`src/rtl/demux_sel_if.sv`:
```
// Valid/ready bundle for the 1-to-2 steering unit: one producer channel in, two sink channels out.
// The producer/sink side drives through master; the steering block uses slave.
interface demux_sel_if #(
    parameter int WIDTH = 32
);
    logic [WIDTH-1:0] data_in;
    logic             sel;
    logic             in_valid;
    logic             in_ready;
    logic [WIDTH-1:0] data_out_A;
    logic             valid_A;
    logic             ready_A;
    logic [WIDTH-1:0] data_out_B;
    logic             valid_B;
    logic             ready_B;
    logic [1:0]       count;

    modport master (
        output data_in, sel, in_valid, ready_A, ready_B,
        input  in_ready, data_out_A, valid_A, data_out_B, valid_B, count
    );

    modport slave (
        input  data_in, sel, in_valid, ready_A, ready_B,
        output in_ready, data_out_A, valid_A, data_out_B, valid_B, count
    );
endinterface

```
`src/rtl/demux_sel.sv`:
```
// Registered 1-to-2 steering unit: a 2-entry in-order FIFO of {sel, data} whose head is
// presented to sink A (sel=0) or sink B (sel=1); words leave strictly in acceptance order.
module demux_sel #(
    parameter int WIDTH = 32
) (
    input  logic         clk,
    input  logic         rst_n,
    demux_sel_if.slave   bus
);
    typedef struct packed {
        logic             sel;
        logic [WIDTH-1:0] data;
    } entry_t;

    entry_t     mem_q [2];
    entry_t     mem_d [2];
    logic       wr_ptr_q, wr_ptr_d;
    logic       rd_ptr_q, rd_ptr_d;
    logic [1:0] count_q, count_d;

    entry_t     head;
    logic       not_empty;
    logic       valid_a, valid_b;
    logic       pop, push, in_ready;

    always_comb begin
        head      = mem_q[rd_ptr_q];
        not_empty = (count_q != 2'd0);
        valid_a   = not_empty & ~head.sel;
        valid_b   = not_empty &  head.sel;
        // Only the addressed sink's ready can retire the head.
        pop       = (valid_a & bus.ready_A) | (valid_b & bus.ready_B);
        in_ready  = rst_n & ((count_q != 2'd2) | pop);
        push      = bus.in_valid & in_ready;

        mem_d    = mem_q;
        wr_ptr_d = wr_ptr_q;
        rd_ptr_d = rd_ptr_q;
        count_d  = count_q;

        if (push) begin
            mem_d[wr_ptr_q] = '{sel: bus.sel, data: bus.data_in};
            wr_ptr_d        = ~wr_ptr_q;
        end
        if (pop) begin
            rd_ptr_d = ~rd_ptr_q;
        end
        if (push && !pop) begin
            count_d = count_q + 2'd1;
        end else if (pop && !push) begin
            count_d = count_q - 2'd1;
        end
    end

    always_ff @(posedge clk or negedge rst_n) begin
        if (!rst_n) begin
            wr_ptr_q <= 1'b0;
            rd_ptr_q <= 1'b0;
            count_q  <= 2'd0;
        end else begin
            wr_ptr_q <= wr_ptr_d;
            rd_ptr_q <= rd_ptr_d;
            count_q  <= count_d;
        end
    end

    // Storage contents are don't-care after reset, so no reset term here.
    always_ff @(posedge clk) begin
        mem_q <= mem_d;
    end

    assign bus.in_ready   = in_ready;
    assign bus.valid_A    = valid_a;
    assign bus.valid_B    = valid_b;
    assign bus.data_out_A = head.data;
    assign bus.data_out_B = head.data;
    assign bus.count      = count_q;
endmodule

```
`src/flat_wrapper.sv`:
```
// flat-port wrapper written by rule: the top's interface ports become plain ports
module demux_sel_flat 
#(
    parameter int WIDTH = 32
)
  (clk, rst_n, bus_data_in, bus_sel, bus_in_valid, bus_ready_A, bus_ready_B, bus_in_ready, bus_data_out_A, bus_valid_A, bus_data_out_B, bus_valid_B, bus_count);
  demux_sel_if #(.WIDTH(WIDTH)) bus_i ();
  input  logic clk;
  input  logic rst_n;
  input wire logic [$bits(bus_i.data_in)-1:0] bus_data_in;
  input wire logic [$bits(bus_i.sel)-1:0] bus_sel;
  input wire logic [$bits(bus_i.in_valid)-1:0] bus_in_valid;
  input wire logic [$bits(bus_i.ready_A)-1:0] bus_ready_A;
  input wire logic [$bits(bus_i.ready_B)-1:0] bus_ready_B;
  output wire logic [$bits(bus_i.in_ready)-1:0] bus_in_ready;
  output wire logic [$bits(bus_i.data_out_A)-1:0] bus_data_out_A;
  output wire logic [$bits(bus_i.valid_A)-1:0] bus_valid_A;
  output wire logic [$bits(bus_i.data_out_B)-1:0] bus_data_out_B;
  output wire logic [$bits(bus_i.valid_B)-1:0] bus_valid_B;
  output wire logic [$bits(bus_i.count)-1:0] bus_count;
  assign bus_i.data_in = bus_data_in;
  assign bus_i.sel = bus_sel;
  assign bus_i.in_valid = bus_in_valid;
  assign bus_i.ready_A = bus_ready_A;
  assign bus_i.ready_B = bus_ready_B;
  assign bus_in_ready = bus_i.in_ready;
  assign bus_data_out_A = bus_i.data_out_A;
  assign bus_valid_A = bus_i.valid_A;
  assign bus_data_out_B = bus_i.data_out_B;
  assign bus_valid_B = bus_i.valid_B;
  assign bus_count = bus_i.count;
  demux_sel #(.WIDTH(WIDTH)) u_core (.clk(clk), .rst_n(rst_n), .bus(bus_i));
endmodule
```
`config.mk`:
```
export PLATFORM = sky130hd
export DESIGN_NAME = demux_sel_flat
export DESIGN_NICKNAME = d
export VERILOG_FILES = /design/src/rtl/demux_sel_if.sv /design/src/rtl/demux_sel.sv /design/src/flat_wrapper.sv
export SDC_FILE = /design/constraint.sdc
export NUM_CORES = 1
export LEC_CHECK = 0
export BUFFER_PORTS_ARGS = -buffer_cell sky130_fd_sc_hd__buf_2
export CORE_MARGIN = 2
export CORE_UTILIZATION = 53
export DETAILED_ROUTE_END_ITERATION = 12
export PLACE_DENSITY = 0.85
export SKIP_CTS_REPAIR_TIMING = 1
export SLEW_MARGIN = 20
export SYNTH_ARGS = -nofsm -noshare
export SYNTH_HDL_FRONTEND = slang
export SYNTH_SLANG_ARGS = --single-unit
```
`constraint.sdc`:
```
create_clock -name clk -period 6.6 [get_ports clk]
set_input_delay 0.66 -clock clk [delete_from_list [all_inputs] [get_ports clk]]
set_output_delay 0.66 -clock clk [all_outputs]
set_load 0.1 [all_outputs]
```
### After elaboration in Yosys (flattened, before gate mapping)

Cells that the tools add are included.
Widths: inputs -> output; s select.

| cells by class | value |
|---|---|
| multiply operators | 0 |
| multiplexer cells | 8 |
| eq/ne operators | 1 |
| $lt $le $gt $ge | 3 |
| div/mod/pow operators | 0 |
| shifts and indexed selects | 0 |
| bitwise operators | 13 |
| reductions and logical operators | 7 |
| add/subtract/negate cells | 2 |

Operators with widths:

| cell | count |
|---|---|
| $mux 33 | 4 |
| $bwmux 66 | 1 |
| $demux 33 s1 | 1 |
| $and 1x1->1 | 6 |
| $ge 2x2->1 const B | 2 |
| $mux 2 | 2 |
| $not 1->2 | 2 |
| $reduce_bool 2->1 | 2 |
| $logic_and 1x1->1 | 3 |
| $not 1->1 | 3 |
| $add 2x1->2 const B | 1 |
| $logic_not 1->1 | 2 |
| $lt 2x1->1 const B | 1 |
| $ne 2x2->1 const B | 1 |
| $or 1x1->1 | 2 |
| $sub 2x1->2 const B | 1 |

| word-level totals | value |
|---|---|
| bits in latches | 0 |
| ROM bits | 0 |
| memories kept | 0 |
| output and inout port bits | 69 |
| bits in writable memories | 0 |
| word-level logic and storage cells | 41 |
| bits of input ports | 38 |
| flip-flop bits (word level) | 70 |

### Longest topological paths before layout

Gate-level depths: netlist (run 1).

| logic depth | value |
|---|---|
| word-level depth | 15 |
| gate-level depth with buffers | 8 |
| gate-level depth less buffers | 7 |

### Least setup slack after synthesis (run 1)

OpenSTA, ideal clock, no wires.

| timing path | value |
|---|---|
| path kind | register to output |
| from | register u_core.count_q[0] (netlist: u_core.bus.count[0]) |
| to | output port bus_in_ready |
| path slack | 2.979 ns |
| required time | 5.940 ns |
| buffers on the path | 1 |
| cell stages (with the launch flop) | 5 |
| arrival | 2.961 ns |
| cell sequence | dfrtp_1 -> clkbuf_1 -> nor3b_1 -> mux2_4 -> nor2b_1 |

| on the way | value |
|---|---|
| longest elaborated chain between the ends | 6 |
| elaborated cells on any way between the ends | 9 |
| classes of those cells | eq/ne (1); bitwise (7); reduce/logical (1) |

Ends and longest elaborated chain:

| what | RTL line | text |
|---|---|---|
| start: declaration | demux_sel.sv:19 | `logic [1:0] count_q, count_d;` |
| start signal: assignment | demux_sel.sv:63 | `count_q <= count_d;` |
| $reduce_bool 2->1 | demux_sel.sv:28 | `not_empty = (count_q != 2'd0);` |
| $and 1x1->1, on equally long branches | demux_sel.sv:29, demux_sel.sv:30 |  |
| $and 1x1->1 | demux_sel.sv:32 | `pop = (valid_a & bus.ready_A) \| (valid_b & bus.ready_B);` |
| $or 1x1->1 | demux_sel.sv:32 |  |
| $or 1x1->1 * | demux_sel.sv:33 | `in_ready = rst_n & ((count_q != 2'd2) \| pop);` |
| $and 1x1->1 * | demux_sel.sv:33 |  |
| end: declaration | flat_wrapper.sv:15 | `output wire logic [$bits(bus_i.in_ready)-1:0] bus_in_ready;` |

Mark *: on every way between the ends. The rest lies on a longest branch, timed or not.

### Worst setup path after layout (run 1)

| timing path | value |
|---|---|
| from | register u_core.rd_ptr_q |
| to | output port bus_in_ready |

| on the way | value |
|---|---|
| longest elaborated chain between the ends | 10 |
| elaborated cells on any way between the ends | 12 |
| classes of those cells | mux (3); bitwise (9) |

Ends and longest elaborated chain:

| what | RTL line | text |
|---|---|---|
| start: declaration | demux_sel.sv:18 | `logic rd_ptr_q, rd_ptr_d;` |
| start signal: assignment | demux_sel.sv:62 | `rd_ptr_q <= rd_ptr_d;` |
| $not 1->2 (implied by the code) * | demux_sel.sv:27 | `head = mem_q[rd_ptr_q];` |
| $mux 33 (implied by the code) * (3 in series) | demux_sel.sv:27 |  |
| $not 1->1 | demux_sel.sv:29 | `valid_a = not_empty & ~head.sel;` |
| $and 1x1->1 | demux_sel.sv:29 |  |
| $and 1x1->1 | demux_sel.sv:32 |  |
| $or 1x1->1 * | demux_sel.sv:32 |  |
| $or 1x1->1 * | demux_sel.sv:33 |  |
| $and 1x1->1 * | demux_sel.sv:33 |  |

Mark *: on every way between the ends. The rest lies on a longest branch, timed or not. The select of a mux whose other input is x is not followed.

==> results of run 1 <==
==> per-layer routing <==
| metal | track usage | part of all wire |
|---|---|---|
| met1 | 0.187 | 0.40 |
| met2 | 0.246 | 0.52 |
| met3 | 0.0391 | 0.065 |
| met4 | 0.0860 | 0.013 |
| met5 | 0 | 0 |
==> through the flow <==
step                      std cells  worst slack, ns  hold slack (ns)   util  area (um^2)
after floorplan                 167             2.98            0.364      -         2930
after global placement          310             4.02            0.479  0.609         3310
after detailed placement        310             4.01            0.481  0.609         3310
after CTS                       325             3.91            0.125  0.637         3460
after global routing            325             3.84            0.127  0.637         3460
final                           325             3.94            0.142  0.637         3460
==> synthesized netlist by cell type <==
cell type	instances
nor2_1	5
o2111ai_2	1
buf_4	33
inv_1	1
nor2b_1	3
xnor2_1	1
mux2i_4	1
mux2_4	1
dfrtp_1	4
o21ai_0	2
nand2_1	2
clkbuf_1	1
mux2_2	32
nor3b_1	2
nand4b_1	1
xor2_1	3
nand4bb_1	1
nor3b_2	1
edfxtp_1	66
buf_2	3
or2_2	1
mux2i_1	1
ha_1	1
==> flip-flops by register name, indices dropped and copies added, names as in the netlist <==
| name | cells |
|---|---|
| u_core.mem_q | 66 |
| u_core.bus.count | 2 |
| u_core.rd_ptr_q | 1 |
| u_core.wr_ptr_q | 1 |
==> kinds of logic after synthesis <==
family / Yosys count / share of synthesized area
and+or+nand+nor: 16 / 0.0337
adders and majority gates: 1 / 0.00427
xor gates and xnor gates: 4 / 0.0120
AOI/OAI and AO/OA: 3 / 0.00853
buffers and inverters: 38 / 0.0922
DFF: 70 / 0.710
muxes: 35 / 0.139
==> worst register-to-register path: stages, from the launching register on <==
cell and delay (ns):
dfrtp_1 0.41, mux2i_4 0.34, mux2_4 0.38, nor3b_4 0.68
buf_4 0.40
==> path summary, 6_finish.rpt <==
kind,slack (ns),startpoint,depth (start not counted),end
max in group asynchronous,6.33,rst_n,1,u_core.bus.count[0]
worst max-delay path,3.94,u_core.rd_ptr_q,4,bus_in_ready
min in group clk,0.52,bus_data_in[30],1,u_core.mem_q[30]
worst min-delay path,0.14,rst_n,1,u_core.bus.count[1]
worst max register to register,4.07,u_core.rd_ptr_q,4,u_core.mem_q[21]
worst min register to register,0.59,u_core.bus.count[1],1,u_core.bus.count[1]
==> layout make-up <==
cell class	instances	share of cell area
timing repair buffer	108	0.158
clock buffer	13	0.0401
multi-input combinational	59	0.171
inverter	1	0.00108
clock inverter	2	0.00289
tap	72	0.0260
sequential	70	0.601
==> run_results.csv, run 1 <==
group,metric,value,unit
logic_synthesis,synthesis.area,0.00293,mm^2
timing,skew,0.00507,ns
timing,fmax,376,MHz
job,drv_cap,0,
worst_setup_path,cpPeakStageDelay,0.43,ns
logic_synthesis,avgSynthCellArea,17.6,um^2
grt,grt_pass1_vias,1436,
final_layout,syn_to_final_growth,18.1,%
grt,antenna_found_initial,0,
worst_setup_path,worst-setup-path-type,"reg -> out",
final_layout,layout_commonest_cell,"buf_2",
grt,grt_max_degree,34,
clocking,htreeDepth,3,
timing,fin_crit_sh,0.402,
worst_setup_path,critPathBufInv,1,
floorplan,dieHeight,78.4,um
logic_synthesis,synthTopCellsByArea,"edfxtp_1, mux2_2, buf_4",
floorplan,initial_core_util,0.539,
final_layout,final_nets,288,
logic_synthesis,ys_ff_latch,70,
clocking,cts_root_buffer,"clkbuf_8",
floorplan,ios,107,
logic_synthesis,ys_types,23,
drt,drtIter0Drc,67,
logic_synthesis,synth_cells,167,
worst_setup_path,critPathLaunchType,"flip-flop",
final_layout,final-seq-area,0.00208,mm^2
timing,slew_headroom,0.366,
floorplan,rows,27,
grt,grt_pass1_wl,6770,um
logic_synthesis,ys.warnings.count,0,
floorplan,die-area,0.00614,mm^2
drt,num_vias,1563,
outcome,status,"finished clean",
grt,overflow,0,
final_layout,layout_common_cells,"buf_2, edfxtp_1, mux2_2",
logic_synthesis,ys_seq_area_frac,0.710,
timing,hold_viol,0,
final_layout,fill_cells,411,
worst_setup_path,crit_arrival,2.00,ns
place,port_buffers,106,
timing,drv_slew,0,
final_layout,drive_gt1_frac,0.621,
hold_path,hp-class,"in -> async",
logic_synthesis,netlist.area_leader.share,0.676,
timing,max_slew.worst_pin.slew,0.949,ns
drt,routed_wl,4670,um
drt,drc,0,
final_layout,diodes,0,
drt,drt-pass1-iter-count,4,
worst_setup_path,crit_path_end_kind,"output pin",
floorplan,die_x,78.4,um
drt,wl_per_cell,14.4,um
timing,post-route-min-period,2.66,ns
clocking,clock_sinks,70,
grt,grt_usage,0.152,
clocking,cts_tree,"built",
worst_setup_path,crit_required,5.94,ns
timing,setup_viol,0,
clocking,cts.clk_slew.worst_paths,0.06,ns
place,place_congestion,0.733,
worst_setup_path,crit_family,"multiplexers",
drt,viasPerCell,4.81,
final_layout,multi_input_area,593,um^2
logic_synthesis,syn_nets,206,
worst_setup_path,worstPathCellList,"mux2i_4 > mux2_4 > nor2b_1 > buf_2",
worst_setup_path,cpMaxStageDelayCell,"buf_2",
floorplan,design.core.area,0.00544,mm^2
timing,rsz0062_at_grt,"no",
worst_setup_path,critPathMaxFanout,6,
clocking,clk_path_buf_depth,2,
timing,finalSetupTns,0,ns
logic_synthesis,yosysTopAreaCell,"edfxtp_1",
drt,drtAntennaViolNets,0,
clocking,numCtsBuffers,9,
clocking,clk_latency,0.32,ns
place,dp_hpwl,3150,um
Power of run 1 is not shown: default switching activity piles up to over one toggle a cycle in this logic, so the estimate is an artifact.
==> run 2: changes to the inputs <==
CORE_UTILIZATION = 49   (was 53)
PLACE_DENSITY = 0.79   (was 0.85)
clock period = 2.7 ns   (was 6.6 ns; I/O delays follow)
==> run 2 against run 1 <==
Compared with the run above:
- critical path type is now reg -> reg
- routed wire length shrank 2.4%
- critical endpoint is now u_core.mem_q[1]
- sequential share of layout area decreased by 2.7 points
- core utilization fell by 1.6 points
- die area up 7.7%
- via count grew 1.2%
- critical path depth unchanged
- clock skew up 0.0052 ns
- global-route usage fell by 0.79 points
- hold slack lost 0.020 ns
- sequential cell count stayed put
- register-to-register slack worse by 3.6 ns
==> run_results.csv, run 2 (synthesized netlist as in run 1, its figures left out) <==
group,metric,value,unit
outcome,status,"finished clean",
hold_path,hold_depth,1,
place,port_buffers,106,
drt,drtAntennaViolNets,0,
worst_setup_path,cpPeakStageDelay,0.48,ns
place,place_congestion,0.721,
hold_path,min_to,"u_core.mem_q[4]",
worst_setup_path,critPathMaxFanout,15,
clocking,clock_sinks,70,
worst_setup_path,worstPathCellList,"mux2i_4 > mux2_4 > nor3b_4 > buf_4",
clocking,clk_latency,0.33,ns
floorplan,die_x,81.4,um
drt,routed_wl,4560,um
final_layout,top_register,"u_core.mem_q",
clocking,htreeDepth,3,
clocking,numCtsBuffers,9,
final_layout,final_nets,292,
worst_setup_path,crit_required,2.72,ns
grt,overflow,0,
worst_setup_path,critPathLaunchType,"flip-flop",
timing,post-route-min-period,2.24,ns
final_layout,syn_to_final_growth,23.9,%
drt,drtIter0Drc,77,
worst_setup_path,worst-setup-path-type,"reg -> reg",
worst_setup_path,rr_endpoint,"u_core.mem_q[1]",
grt,grt_usage,0.144,
timing,drv_slew,0,
drt,num_vias,1582,
floorplan,rows,28,
place,dp_hpwl,3220,um
final_layout,layout_commonest_cell,"buf_2",
worst_setup_path,crit_start,"u_core.rd_ptr_q",
floorplan,ios,107,
timing,setup_viol,0,
final_layout,drive_gt1_frac,0.643,
worst_setup_path,reg2reg_slack,0.46,ns
worst_setup_path,r2r_start,"u_core.rd_ptr_q",
drt,wl_per_cell,13.7,um
drt,viasPerCell,4.75,
grt,grt_pass1_vias,1523,
clocking,cts_tree,"built",
timing,finalSetupTns,0,ns
floorplan,design.core.area,0.00585,mm^2
hold_path,hp-class,"in -> reg",
timing,hold_viol,0,
hold_path,hp-start,"bus_data_in[4]",
clocking,cts.clk_slew.worst_paths,0.07,ns
worst_setup_path,r2r_cells,4,
timing,skew,0.0102,ns
job,drv_cap,0,
floorplan,initial_core_util,0.501,
floorplan,dieHeight,81.4,um
final_layout,diodes,0,
grt,grt_pass1_wl,6790,um
clocking,clk_path_buf_depth,2,
grt,antenna_found_initial,0,
timing,max_slew.worst_pin.slew,0.525,ns
final_layout,largest_register_ffs,66,
timing,fmax,446,MHz
worst_setup_path,cpMaxStageDelayCell,"nor3b_4",
worst_setup_path,crit_arrival,2.26,ns
timing,fin_crit_sh,0.831,
drt,drc,0,
timing,slew_headroom,0.650,
final_layout,layout_common_cells,"buf_2, edfxtp_1, mux2_2",
floorplan,die-area,0.00662,mm^2
clocking,cts_root_buffer,"clkbuf_8",
drt,drt-pass1-iter-count,5,
timing,rsz0062_at_grt,"no",
grt,grt_max_degree,34,
worst_setup_path,crit_path_end_kind,"flip-flop",
-- run 2: cell count changes in the layout (fill, tap and decap cells not counted), sizes merged --
cell and change:
buf +3, dlygate4sd3 +1, bufinv +2, clkinv +3, clkbuf -4
-- run 2: layout make-up --
class                      instances  area (um^2)
clock buffer                       9          124
timing repair buffer             112          638
tap                               75         93.8
multi-input combinational         59          598
inverter                           1         3.75
fill                             445         2220
clock inverter                     7         88.8
sequential                        70         2080
-- run 2: metrics by stage --
step | area, um^2 | std cells | utilization | setup WS (ns) | hold WS, ns
global route | 3630 | 333 | 0.621 | 0.325 | 0.103
CTS | 3620 | 332 | 0.619 | 0.402 | -0.262
detailed placement | 3410 | 316 | 0.583 | 0.403 | 0.0964
finish | 3630 | 333 | 0.621 | 0.457 | 0.121
global placement | 3410 | 316 | 0.583 | 0.452 | 0.0986
floorplan | 2950 | 167 | - | 0.0129 | -0.0256
-- run 2: per-layer routing --
layer,GRT usage,up-vias,part of all wire
met5,0,-,0
met2,0.250,59,0.53
met4,0.0763,0,0.014
li1,-,758,-
met3,0.0433,7,0.066
met1,0.159,758,0.39
-- run 2: worst max-delay path, delay by kind of cell (launching register included) --
kind	cells	cell delay, ns
multiplexers	2	0.71
AND/OR/NAND/NOR	1	0.48
flip-flops	1	0.40
buffers and inverters	1	0.34
-- run 2: worst max-delay path by stage --
stage | to | slack (ns) | cells after the start
after floorplan | u_core.mem_q[0] | 0.01 | 4
after global placement | u_core.mem_q[16] | 0.45 | 4
after detailed placement | u_core.mem_q[9] | 0.40 | 4
after CTS | u_core.mem_q[23] | 0.40 | 4
after global routing | u_core.mem_q[23] | 0.33 | 4
final | u_core.mem_q[1] | 0.46 | 4
Power of run 2 is left out for the same reason.
==> run 3: changes to the inputs <==
ABC_AREA = 1   (was unset)
clock period = 2.3 ns   (was 2.7 ns; I/O delays follow)
==> run 3 against run 2 <==
Compared with the run above:
- worst setup slack worse by 0.20 ns
- area after synthesis shrank 0.21%
- routed wire length up 2.5%
- core utilization is 1.3 points lower
- critical path type is now reg -> out
- highest routed layer unchanged
==> run_results.csv, run 3 <==
group,metric,value,unit
outcome,status,"finished clean",
drt,num_vias,1814,
timing,post-route-min-period,2.04,ns
logic_synthesis,ys_seq_area_frac,0.712,
drt,wl_per_cell,11.5,um
clocking,cts_tree,"built",
drt,drtAntennaViolNets,0,
logic_synthesis,syn_nets,280,
clocking,numCtsBuffers,9,
final_layout,largest_register_ffs,66,
logic_synthesis,yosysMostFrequentCell,"nand2_1",
grt,grt_max_degree,34,
clocking,clk_path_buf_depth,2,
floorplan,rows,28,
worst_setup_path,worst-setup-path-type,"reg -> out",
timing,setup_viol,0,
worst_setup_path,r2r_start,"u_core.rd_ptr_q",
grt,overflow,0,
timing,max_slew.worst_pin.slew,0.498,ns
logic_synthesis,avgSynthCellArea,12.1,um^2
final_layout,drive_gt1_frac,0.415,
timing,hold_viol,0,
job,drv_cap,0,
logic_synthesis,synthesis.area,0.00293,mm^2
timing,slew_headroom,0.670,
final_layout,syn_to_final_growth,21.4,%
timing,fin_ws,0.259,ns
place,dpl_worst_slack,0.322,ns
clocking,clock_sinks,70,
drt,routed_wl,4670,um
logic_synthesis,synthFlopType,"edfxtp_1",
clocking,htreeDepth,3,
final_layout,post-route-cell-area,0.00355,mm^2
place,dpl_cell_area,0.00336,mm^2
worst_setup_path,crit_start,"u_core.rd_ptr_q",
logic_synthesis,synthTopCellsByArea,"edfxtp_1, nand2_1, buf_4",
timing,rsz0062_at_grt,"no",
floorplan,die-area,0.00660,mm^2
worst_setup_path,crit_path_end_kind,"output pin",
drt,drt-pass1-iter-count,4,
clocking,clk_latency,0.33,ns
logic_synthesis,synthArstFlopShare,0.0571,
worst_setup_path,crit_required,2.07,ns
floorplan,initial_core_util,0.500,
grt,grt_usage,0.149,
final_layout,layout_common_cells,"nand2_1, buf_2, edfxtp_1",
final_layout,fill_cells,477,
floorplan,dieHeight,81.3,um
grt,grt_pass1_wl,7020,um
timing,drv_slew,0,
floorplan,ios,107,
drt,drc,0,
worst_setup_path,critPathLaunchType,"flip-flop",
grt,busiest_layer,"met2",
clocking,cts_root_buffer,"clkbuf_8",
logic_synthesis,yosysTopAreaCell,"edfxtp_1",
grt,use_met2,0.251,
timing,finalSetupTns,0,ns
logic_synthesis,ys_types,17,
logic_synthesis,synth_cells,241,
place,port_buffers,106,
hold_path,hp-start,"bus_data_in[26]",
hold_path,hp-class,"in -> reg",
grt,use_met3,0.0478,
logic_synthesis,ys_ff_latch,70,
final_layout,layout_commonest_cell,"nand2_1",
final_layout,final_nets,365,
floorplan,design.core.area,0.00585,mm^2
logic_synthesis,netlist.area_leader.share,0.678,
place,dp_hpwl,3320,um
grt,antenna_found_initial,0,
timing,fmax,490,MHz
floorplan,die_x,81.3,um
drt,drtIter0Drc,67,
final_layout,top_register,"u_core.mem_q",
grt,grt_pass1_vias,1540,
place,place_congestion,0.784,
logic_synthesis,synth-edff-count,66,
timing,fin_crit_sh,0.887,
grt,grt_use_met1,0.171,
clocking,cts.clk_slew.worst_paths,0.07,ns
logic_synthesis,ys.warnings.count,0,
worst_setup_path,reg2reg_slack,0.32,ns
logic_synthesis,synthTopCellsByCount,"nand2_1, edfxtp_1, buf_4, inv_1, buf_2",
worst_setup_path,critPathMaxFanout,17,
timing,skew,0.0108,ns
final_layout,diodes,0,
worst_setup_path,crit_arrival,1.81,ns
drt,viasPerCell,4.48,
run 3: cell types whose count changed in the layout (fill, tap and decap cells not counted), moves of 3 or more:
cell     delta
nor2_1      -3
nand3_2     +4
nand2_1   +103
inv_1       +7
mux2_2     -32
run 3: logic make-up after synthesis:
group,count (synthesis),synth area share
and+or+nand+nor,114,0.157
adders and majority gates,1,0.00428
AOI/OAI and AO/OA,4,0.00684
xor gates and xnor gates,3,0.00898
DFF,70,0.712
buffers and inverters,49,0.111
run 3: final timing paths:
check / endpoint / depth (start not counted)
setup / recovery: bus_in_ready / 8
hold / removal: u_core.mem_q[59] / 1
setup reg to reg: u_core.mem_q[41] / 8
hold reg to reg: u_core.wr_ptr_q / 2
max in group asynchronous: u_core.bus.count[0] / 2
min in group asynchronous: u_core.wr_ptr_q / 2
run 3: layout make-up:
class	instances	area [um^2]	area share
clock inverter	6	53.8	0.0151
clock buffer	9	124	0.0349
inverter	10	46.3	0.0130
tap	75	93.8	0.0264
timing repair buffer	113	616	0.173
sequential	70	2080	0.587
multi-input combinational	122	534	0.150
run 3: per-layer routing:
layer / routed length [um] / part of all wire / vias to the layer above
met5: 0 / 0 / -
met4: 73 / 0.016 / 0
met3: 361 / 0.077 / 6
met2: 2300 / 0.49 / 66
met1: 1940 / 0.41 / 818
li1: - / - / 924
run 3: critical path, cell delays in order (launching register included):
cell     delay, ns
dfrtp_1       0.46
inv_6         0.15
nand2_1       0.06
nand2_1       0.11
nand3_2       0.09
nand3_2       0.09
nand2_1       0.06
inv_1         0.05
buf_2         0.41
run 3: through the flow:
step	util	std cells	hold WS (ns)
floorplan	-	241	-0.0656
global placement	0.575	389	0.0680
detailed placement	0.575	389	0.0727
CTS	0.605	404	-0.290
global route	0.607	405	0.0768
finish	0.607	405	0.0896
Power of run 3 is left out for the same reason.
